===== src/rtl/calc_key_if.sv =====
// calc_key_if: keystroke and display bundle of the calculator key decoder.
//   press       - one-cycle strobe, key_val carries a new keystroke
//   key_val     - 5-bit key code (hex digit or command)
//   display     - value to show, W = 4*N_DIGITS bits
//   op_code     - latched operator (0 none, 1 ADD, 2 SUB, 3 MUL, 4 AND, 5 OR)
//   state       - 0 S_OPA, 1 S_OPB, 2 S_RES
//   digit_count - digits entered in the current operand
//   overflow    - flag from the last EXE
// The master side drives keystrokes and watches the display; the slave side
// is the decoder.
interface calc_key_if #(
    parameter int N_DIGITS = 4
) ();
    localparam int W   = 4 * N_DIGITS;
    localparam int DCW = $clog2(N_DIGITS + 1);

    logic           press;
    logic [4:0]     key_val;
    logic [W-1:0]   display;
    logic [2:0]     op_code;
    logic [1:0]     state;
    logic [DCW-1:0] digit_count;
    logic           overflow;

    modport master (
        output press, key_val,
        input  display, op_code, state, digit_count, overflow
    );

    modport slave (
        input  press, key_val,
        output display, op_code, state, digit_count, overflow
    );
endinterface


===== src/rtl/calc_key_decoder.sv =====
// calc_key_decoder: turns keystrokes into calculator operations.
//   clk    - system clock
//   rst    - synchronous, active-high reset
//   key_if - calc_key_if slave: press/key_val in; display, op_code, state,
//            digit_count, overflow out
// Two hex operands are accumulated digit by digit, an operator is latched,
// and EXE registers the result. All updates happen on an edge where press
// is high; display is a combinational view of the registers.
module calc_key_decoder #(
    parameter int N_DIGITS = 4
) (
    input  logic       clk,
    input  logic       rst,
    calc_key_if.slave  key_if
);
    localparam int W   = 4 * N_DIGITS;
    localparam int DCW = $clog2(N_DIGITS + 1);
    localparam logic [DCW-1:0] DC_MAX = DCW'(N_DIGITS);

    localparam logic [4:0] K_EXE = 5'h13;
    localparam logic [4:0] K_CE  = 5'h16;
    localparam logic [4:0] K_CLR = 5'h17;

    typedef enum logic [1:0] {
        S_OPA = 2'd0,
        S_OPB = 2'd1,
        S_RES = 2'd2
    } state_e;

    typedef enum logic [2:0] {
        OP_NONE = 3'd0,
        OP_ADD  = 3'd1,
        OP_SUB  = 3'd2,
        OP_MUL  = 3'd3,
        OP_AND  = 3'd4,
        OP_OR   = 3'd5
    } op_e;

    state_e         state_q, state_d;
    op_e            op_code_q, op_code_d;
    logic [W-1:0]   opa_q, opa_d;
    logic [W-1:0]   opb_q, opb_d;
    logic [W-1:0]   result_q, result_d;
    logic [DCW-1:0] digit_count_q, digit_count_d;
    logic           overflow_q, overflow_d;

    op_e            key_op;
    logic [W:0]     sum;
    logic [W-1:0]   diff;
    logic [2*W-1:0] prod;
    logic [W-1:0]   alu_res;
    logic           alu_ovf;
    logic           do_clear;
    logic [3:0]     digit;

    assign digit = key_val_digit(key_if.key_val);

    function automatic logic [3:0] key_val_digit(input logic [4:0] k);
        return k[3:0];
    endfunction

    // Datapath: all three arithmetic forms are computed every cycle and the
    // latched operator picks one.
    assign sum  = {1'b0, opa_q} + {1'b0, opb_q};
    assign diff = opa_q - opb_q;
    assign prod = {{W{1'b0}}, opa_q} * {{W{1'b0}}, opb_q};

    always_comb begin
        // NOTE: every signal driven here gets a default first so no path
        // leaves it unassigned and no latch is inferred.
        alu_res = '0;
        alu_ovf = 1'b0;
        case (op_code_q)
            OP_ADD: begin alu_res = sum[W-1:0]; alu_ovf = sum[W]; end
            OP_SUB: begin alu_res = diff;       alu_ovf = (opa_q < opb_q); end
            OP_MUL: begin alu_res = prod[W-1:0]; alu_ovf = |prod[2*W-1:W]; end
            OP_AND: alu_res = opa_q & opb_q;
            OP_OR:  alu_res = opa_q | opb_q;
            default: ;
        endcase
    end

    always_comb begin
        key_op = OP_NONE;
        case (key_if.key_val)
            5'h10: key_op = OP_ADD;
            5'h11: key_op = OP_MUL;
            5'h12: key_op = OP_AND;
            5'h14: key_op = OP_SUB;
            5'h15: key_op = OP_OR;
            default: ;
        endcase
    end

    always_comb begin
        state_d       = state_q;
        op_code_d     = op_code_q;
        opa_d         = opa_q;
        opb_d         = opb_q;
        result_d      = result_q;
        digit_count_d = digit_count_q;
        overflow_d    = overflow_q;
        do_clear      = 1'b0;

        if (key_if.press) begin
            if (!key_if.key_val[4]) begin
                // Hex digit
                case (state_q)
                    S_OPA: if (digit_count_q < DC_MAX) begin
                        opa_d         = {opa_q[W-5:0], digit};
                        digit_count_d = digit_count_q + DCW'(1);
                    end
                    S_OPB: if (digit_count_q < DC_MAX) begin
                        opb_d         = {opb_q[W-5:0], digit};
                        digit_count_d = digit_count_q + DCW'(1);
                    end
                    default: begin
                        // A digit after a result starts a fresh calculation.
                        opa_d         = {{(W-4){1'b0}}, digit};
                        digit_count_d = DCW'(1);
                        op_code_d     = OP_NONE;
                        overflow_d    = 1'b0;
                        state_d       = S_OPA;
                    end
                endcase
            end else if (key_op != OP_NONE) begin
                case (state_q)
                    S_OPA: begin
                        op_code_d     = key_op;
                        opb_d         = '0;
                        digit_count_d = '0;
                        state_d       = S_OPB;
                    end
                    S_OPB: begin
                        // The operator may be changed only before opb entry.
                        if (digit_count_q == '0)
                            op_code_d = key_op;
                    end
                    default: begin
                        // Chain: the previous result becomes the left operand.
                        opa_d         = result_q;
                        op_code_d     = key_op;
                        opb_d         = '0;
                        digit_count_d = '0;
                        state_d       = S_OPB;
                    end
                endcase
            end else if (key_if.key_val == K_EXE) begin
                if (state_q == S_OPB) begin
                    result_d   = alu_res;
                    overflow_d = alu_ovf;
                    state_d    = S_RES;
                end
            end else if (key_if.key_val == K_CE) begin
                case (state_q)
                    S_OPA: begin opa_d = '0; digit_count_d = '0; end
                    S_OPB: begin opb_d = '0; digit_count_d = '0; end
                    default: do_clear = 1'b1;
                endcase
            end else if (key_if.key_val == K_CLR) begin
                do_clear = 1'b1;
            end
            // Codes 0x18-0x1F fall through with no effect.
        end

        if (do_clear) begin
            state_d       = S_OPA;
            op_code_d     = OP_NONE;
            opa_d         = '0;
            opb_d         = '0;
            result_d      = '0;
            digit_count_d = '0;
            overflow_d    = 1'b0;
        end
    end

    // NOTE: state registers use non-blocking assignments so every flop
    // samples the pre-edge value of the others.
    always_ff @(posedge clk) begin
        if (rst) begin
            state_q       <= S_OPA;
            op_code_q     <= OP_NONE;
            opa_q         <= '0;
            opb_q         <= '0;
            result_q      <= '0;
            digit_count_q <= '0;
            overflow_q    <= 1'b0;
        end else begin
            state_q       <= state_d;
            op_code_q     <= op_code_d;
            opa_q         <= opa_d;
            opb_q         <= opb_d;
            result_q      <= result_d;
            digit_count_q <= digit_count_d;
            overflow_q    <= overflow_d;
        end
    end

    always_comb begin
        key_if.display = opa_q;
        case (state_q)
            S_OPB:   key_if.display = (digit_count_q != '0) ? opb_q : opa_q;
            S_RES:   key_if.display = result_q;
            default: key_if.display = opa_q;
        endcase
    end

    assign key_if.op_code     = op_code_q;
    assign key_if.state       = state_q;
    assign key_if.digit_count = digit_count_q;
    assign key_if.overflow    = overflow_q;
endmodule


===== src/flat_wrapper.sv =====
// flat-port wrapper written by rule: the top's interface ports become plain ports
module calc_key_decoder_flat 
#(
    parameter int N_DIGITS = 4
)
  (clk, rst, key_if_press, key_if_key_val, key_if_display, key_if_op_code, key_if_state, key_if_digit_count, key_if_overflow);
  calc_key_if #(.N_DIGITS(N_DIGITS)) key_if_i ();
  input  logic clk;
  input  logic rst;
  input wire logic [$bits(key_if_i.press)-1:0] key_if_press;
  input wire logic [$bits(key_if_i.key_val)-1:0] key_if_key_val;
  output wire logic [$bits(key_if_i.display)-1:0] key_if_display;
  output wire logic [$bits(key_if_i.op_code)-1:0] key_if_op_code;
  output wire logic [$bits(key_if_i.state)-1:0] key_if_state;
  output wire logic [$bits(key_if_i.digit_count)-1:0] key_if_digit_count;
  output wire logic [$bits(key_if_i.overflow)-1:0] key_if_overflow;
  assign key_if_i.press = key_if_press;
  assign key_if_i.key_val = key_if_key_val;
  assign key_if_display = key_if_i.display;
  assign key_if_op_code = key_if_i.op_code;
  assign key_if_state = key_if_i.state;
  assign key_if_digit_count = key_if_i.digit_count;
  assign key_if_overflow = key_if_i.overflow;
  calc_key_decoder #(.N_DIGITS(N_DIGITS)) u_core (.clk(clk), .rst(rst), .key_if(key_if_i));
endmodule

===== config.mk =====
export PLATFORM = sky130hd
export DESIGN_NAME = calc_key_decoder_flat
export DESIGN_NICKNAME = d
export VERILOG_FILES = /design/src/rtl/calc_key_if.sv /design/src/rtl/calc_key_decoder.sv /design/src/flat_wrapper.sv
export SDC_FILE = /design/constraint.sdc
export NUM_CORES = 1
export LEC_CHECK = 0
export BUFFER_PORTS_ARGS = -buffer_cell sky130_fd_sc_hd__buf_2
export CORE_MARGIN = 2
export CORE_UTILIZATION = 29
export CTS_BUF_LIST = sky130_fd_sc_hd__clkbuf_16
export DETAILED_ROUTE_END_ITERATION = 6
export GPL_ROUTABILITY_DRIVEN = 0
export PLACE_DENSITY_LB_ADDON = 0.25
export SLEW_MARGIN = 30
export SYNTH_ARGS = -nofsm -noshare
export SYNTH_HDL_FRONTEND = slang
export SYNTH_SLANG_ARGS = --single-unit

===== constraint.sdc =====
create_clock -name clk -period 8.05 [get_ports clk]
set_clock_uncertainty 0.15 [all_clocks]
set_input_delay 1.61 -clock clk [delete_from_list [all_inputs] [get_ports clk]]
set_output_delay 1.61 -clock clk [all_outputs]
set_load 0.1 [all_outputs]

# --- Word-level counts from Yosys, hierarchy flattened ---
# Index checks and enable logic that the tools add are counted.
totals:
  reg_bits: 57
  inputBits: 8
  out_inout_bits: 25
op_classes:
  add_sub_neg: 3
  multipliers: 1
  order_cmp: 2
  n_eq_ne: 33
  muxes: 52
  n_bitwise: 3
  reduce_logical: 16
ops:
  columns: ["cell", "count"]
  rows:
  - ["$mux W16", 16]
  - ["$pmux W16 S5", 1]
  - ["$pmux W16 S2", 2]
  - ["$eq A5 B5 Y1 const B", 8]
  - ["$mux W3", 13]
  - ["$mul A16 B16 Y32", 1]
  - ["$add A16 B16 Y17", 1]
  - ["$and A16 B16 Y16", 1]
  - ["$lt A16 B16 Y1", 1]
  - ["$or A16 B16 Y16", 1]
  - ["$reduce_or A16 Y1", 1]
  - ["$sub A16 B16 Y16", 1]
  - ["$ne A3 B1 Y1 const B", 5]
  - ["$pmux W3 S5", 1]
  - ["$reduce_and A5 Y1", 3]
  - ["$reduce_and A7 Y1", 2]
  - ["$mux W1", 12]
  - ["$mux W2", 6]
  - ["$ne A3 B2 Y1 const B", 4]
  - ["$ne A2 B1 Y1 const B", 4]
  - ["$eq A3 B2 Y1 const B", 2]
  - ["$eq A3 B3 Y1 const B", 2]
  - ["$ne A3 B3 Y1 const B", 2]
  - ["$reduce_and A6 Y1", 1]
  - ["15 further kinds", 19]

# --- Depth between registers and ports, before layout ---
logic_depth:
  depth_word: 9
  ltp_mapped: 26

# --- Worst setup path before layout ---
# OpenSTA, ideal clock, no wires.
synth_path:
  path_kind: "register to register"
  start: "register u_core.opb_q[1]"
  end: "register u_core.overflow_q, in the netlist u_core.key_if.overflow"
  setup_ps: 134
  t_arrival_ps: 6109
  t_required_ps: 7766
  path_slack_ps: 1657
  path_stages_with_launch: 22
  n_path_buf: 1
  cell_sequence: "dfxtp_1 > clkbuf_1 > nand2_1 > fa_1 > fa_1 > inv_1 > fa_1 > inv_1 > fa_1 > fa_1 > fa_1 > inv_1 > ha_1 > a21oi_1 > o21ai_1 > a21o_4 > a2111oi_2 > o211ai_1 > nor4_1 > o2111ai_1 > a2111oi_2 > a31oi_1"
synth_via:
  elab_chain_len: 7
synth_lines:
  columns: ["element", "line_no", "text"]
  rows:
  - ["start, declared", "calc_key_decoder.sv:42", "logic [W-1:0] opb_q, opb_d;"]
  - ["start signal, assigned", "calc_key_decoder.sv:192", "opb_q <= opb_d;"]
  - ["$mul A16 B16 Y32", "calc_key_decoder.sv:66", "assign prod = {{W{1'b0}}, opa_q} * {{W{1'b0}}, opb_q};"]
  - ["$reduce_or A16 Y1", "calc_key_decoder.sv:76", "OP_MUL: begin alu_res = prod[W-1:0]; alu_ovf = |prod[2*W-1:W]; end"]
  - ["$pmux W1 S3 (*)", "calc_key_decoder.sv:73", "case (op_code_q)"]
  - ["$mux W1 (*)", "calc_key_decoder.sv:149", "if (state_q == S_OPB) begin"]
  - ["$mux W1 (*)", "calc_key_decoder.sv:148", "end else if (key_if.key_val == K_EXE) begin"]
  - ["$mux W1 (*)", "calc_key_decoder.sv:126", "end else if (key_op != OP_NONE) begin"]
  - ["$mux W1 (*)", "calc_key_decoder.sv:106", "if (!key_if.key_val[4]) begin"]
  - ["end signal, assigned", "calc_key_decoder.sv:195", "overflow_q <= overflow_d;"]
  - ["end, declared", "calc_key_decoder.sv:45", "logic overflow_q, overflow_d;"]
# Every way passes the cells marked *; elsewhere a longest branch is shown, timed or not. The select of a mux whose other input is x is not followed.
# A chain may end at the register's enable or synchronous reset.

# --- Worst setup path in the final report ---
layout_path:
  start: "register u_core.opa_q[5]"
  end: "register u_core.overflow_q, in the netlist u_core.key_if.overflow"
layout_via:
  elab_chain_len: 7
layout_lines:
  columns: ["element", "line_no", "text"]
  rows:
  - ["start, declared", "calc_key_decoder.sv:41", "logic [W-1:0] opa_q, opa_d;"]
  - ["start signal, assigned", "calc_key_decoder.sv:191", "opa_q <= opa_d;"]
  - ["$mul A16 B16 Y32", "calc_key_decoder.sv:66", null]
  - ["$reduce_or A16 Y1", "calc_key_decoder.sv:76", null]
  - ["$pmux W1 S3 (*)", "calc_key_decoder.sv:73", null]
  - ["$mux W1 (*)", "calc_key_decoder.sv:149", null]
  - ["$mux W1 (*)", "calc_key_decoder.sv:148", null]
  - ["$mux W1 (*)", "calc_key_decoder.sv:126", null]
  - ["$mux W1 (*)", "calc_key_decoder.sv:106", null]
# Marked as above.

==> metrics.cfg <==
[setup_path]
reg2reg_from=u_core.opa_q[5]
startpoint=u_core.opa_q[5]
worstPathArrival_ns=7.68
required_ns=8.12
endpoint_kind=register
cp-start-kind=register
critical_path_class=register to register
worst-path-max-fanout=18

[timing]
slew_violations=0
tns_ns=0
grt_setup_unrepaired=false
post-route-min-period_ns=7.61
hold_violations=0
max_freq_mhz=131
relSlewSlack=0.339
finalCritPeriodShare=0.945
hold_ws_ns=0.360
setup_viol=0
tightestPinTransition_ns=0.986

[global_route]
grt_pass1_wl_um=71200
grt_pass1_vias=11795
overflow=0
antenna_found_initial=1
track_usage=0.196
grt_start_max_net_pins=37

[floorplan]
die_w_um=219
num_rows=78
dieArea_mm2=0.0479
initial_core_util=0.295
core_mm2=0.0455
dieHeight_um=219
io-pin-count=33

[pwr]
power_density_mw_per_mm2=71.2
peakVddDrop_v=0.000137
power.leakage_nw=5.87

[logic_synthesis]
synth.area.top_cells=fa_1 29%, ha_1 15%, dfxtp_1 8.5%
synth_warnings=0
syn-num-nets=2056
postSynth.asyncResetShare=0
syn_inst=1694
ys_ff_latch=57
yosysTopAreaCellShare=0.293
yosysUniqueCellTypes=76
seq_area_frac_synth=0.0852
avgSynthCellArea_um2=7.91
ys.flop_type=dfxtp_1
synth.largest_area_cell=fa_1
synth_edf_count=0
synth.cell_area_mm2=0.0134

[placement]
io_buffers=32
hpwl_um=36600
placed_area_mm2=0.0142

[drt]
viasPerCell=5.30
routed_wl_um=46500
drc=0
dr.first_iter.drc_count=1015
wire_per_inst_um=20.4
ant_nets=0
firstDrtPassIters=6
vias=12111

[clock_tree]
cts_sinks=57
clkLatencyLatePin_ns=0.35
cts_buffer_depth=2
cts_made_buffers=9
clockRootBuffer=clkbuf_16
cts_tree=yes
postCtsResizedCells=0
ctsHtreeMaxLevel=3
holdBufCountCts=0
clk_pin_slew_ns=0.06
cts_setup_buffers=0

[layout]
final_nets=2040
layout-drive-gt1-share=0.0541
syn2layout_area_growth_pct=8.48
antennaDiodeCount=0
fill_cells=4945
fin_util=0.320
design_area_mm2=0.0145

[job]
maxCapViolCount=0

[min_path]
hp-start=u_core.result_q[8]
hp-class=register to register

[status]
status=complete, no violations

flip-flops by register name (all words and copies together) (netlist names):
signal	count
u_core.opa_q	16
u_core.opb_q	16
u_core.result_q	16
u_core.key_if.digit_count	3
u_core.key_if.op_code	3
u_core.key_if.state	2
u_core.key_if.overflow	1
through the flow:
| step | cells | total power, mW | worst slack [ns] |
|---|---|---|---|
| finish | 2283 | 1.03 | 0.443 |
| global route | 2283 | 1.07 | 0.0281 |
| CTS | 2282 | 1.03 | 0.478 |
| detailed placement | 2266 | 0.594 | 0.486 |
| global placement | 2266 | 0.593 | 0.573 |
| floorplan | 1694 | 0.504 | 1.66 |
area by class of cell:
type / count / area, µm² / share of cell area
clock buffers: 9 / 225 / 0.0155
multi-input cells: 1288 / 11000 / 0.754
repair buffers: 60 / 374 / 0.0257
well taps: 600 / 751 / 0.0517
clock inverters: 7 / 103 / 0.00706
inverters: 262 / 983 / 0.0677
flip-flops and latches: 57 / 1140 / 0.0785
cell usage after synthesis (all sizes together) (5+ instances only):
cell type	instances
inv	252
nand2	213
nor2	204
fa	196
ha	158
a21oi	109
clkbuf	82
dfxtp	57
o21ai	54
a22o	36
a211oi	34
nor3	26
or3	20
a22oi	19
nand2b	17
nor2b	17
o22ai	17
nand3	16
a21o	13
xnor2	13
clkinv	10
xor2	9
and2	8
o211ai	7
a31oi	6
and3	6
o21bai	6
a221oi	5
buf	5
mux2i	5
o21a	5
where the power goes:
| group | internal, mW | leakage (nW) | switching (mW) | total [mW] |
|---|---|---|---|---|
| registers | 0.289 | 0.462 | 0.0214 | 0.311 |
| logic | 0.0748 | 5.26 | 0.210 | 0.285 |
| clock network | 0.274 | 0.157 | 0.165 | 0.440 |
critical path: stages, from the launching register on:
cell and delay, ns:
dfxtp_1 0.96, inv_1 0.30, nor2_1 0.20, fa_1 0.43, inv_1 0.08, fa_1 0.45
fa_1 0.52, fa_1 0.56, inv_1 0.05, fa_1 0.47, inv_1 0.05, fa_1 0.47
inv_1 0.04, ha_1 0.36, nand2_1 0.07, o21ai_0 0.34, nor3_1 0.13, a211oi_1 0.85
a31o_1 0.28, mux2i_1 0.09, or2_2 0.31, a2111oi_2 0.22, a31oi_1 0.12
path summary, 6_finish.rpt:
| path | to | slack (ns) | cells past startpoint |
|---|---|---|---|
| max | u_core.key_if.overflow | 0.44 | 22 |
| min | u_core.result_q[8] | 0.36 | 2 |
| max reg2reg | u_core.key_if.overflow | 0.44 | 22 |
| min reg2reg | u_core.result_q[8] | 0.36 | 2 |
layer usage:
metal / vias to the layer above / part of all wire / global-route usage
met5: - / 0 / 0
met4: 0 / 0.018 / 0.0446
met3: 40 / 0.067 / 0.0315
met2: 434 / 0.46 / 0.308
met1: 6083 / 0.46 / 0.280
li1: 5554 / - / -
cells by family after synthesis:
logic type	Yosys count	share of synthesized area
and+or+nand+nor	544	0.174
AOI/OAI and AO/OA	363	0.184
adders and majority gates	354	0.440
buffers and inverters	349	0.0985
DFF	57	0.0852
xor gates and xnor gates	22	0.0144
muxes	5	0.00374
cell usage in the layout (no fill, tap or decap), types with 6 or more instances in the layout:
cell / n
a211oi_1: 33
a21o_1: 11
a21oi_1: 108
a22o_1: 36
a22oi_1: 19
a31oi_1: 6
and2_1: 8
and3_1: 6
buf_2: 32
buf_4: 27
clkbuf_16: 9
clkinv_1: 10
dfxtp_1: 57
fa_1: 196
ha_1: 158
inv_1: 251
nand2_1: 213
nand2b_1: 17
nand3_1: 16
nor2_1: 202
nor2b_1: 17
nor3_1: 26
o211ai_1: 7
o21ai_0: 40
o21ai_1: 14
o22ai_1: 17
or3_1: 20
xnor2_1: 13
xor2_1: 9
Note: power is estimated with default switching activity, not from simulation.
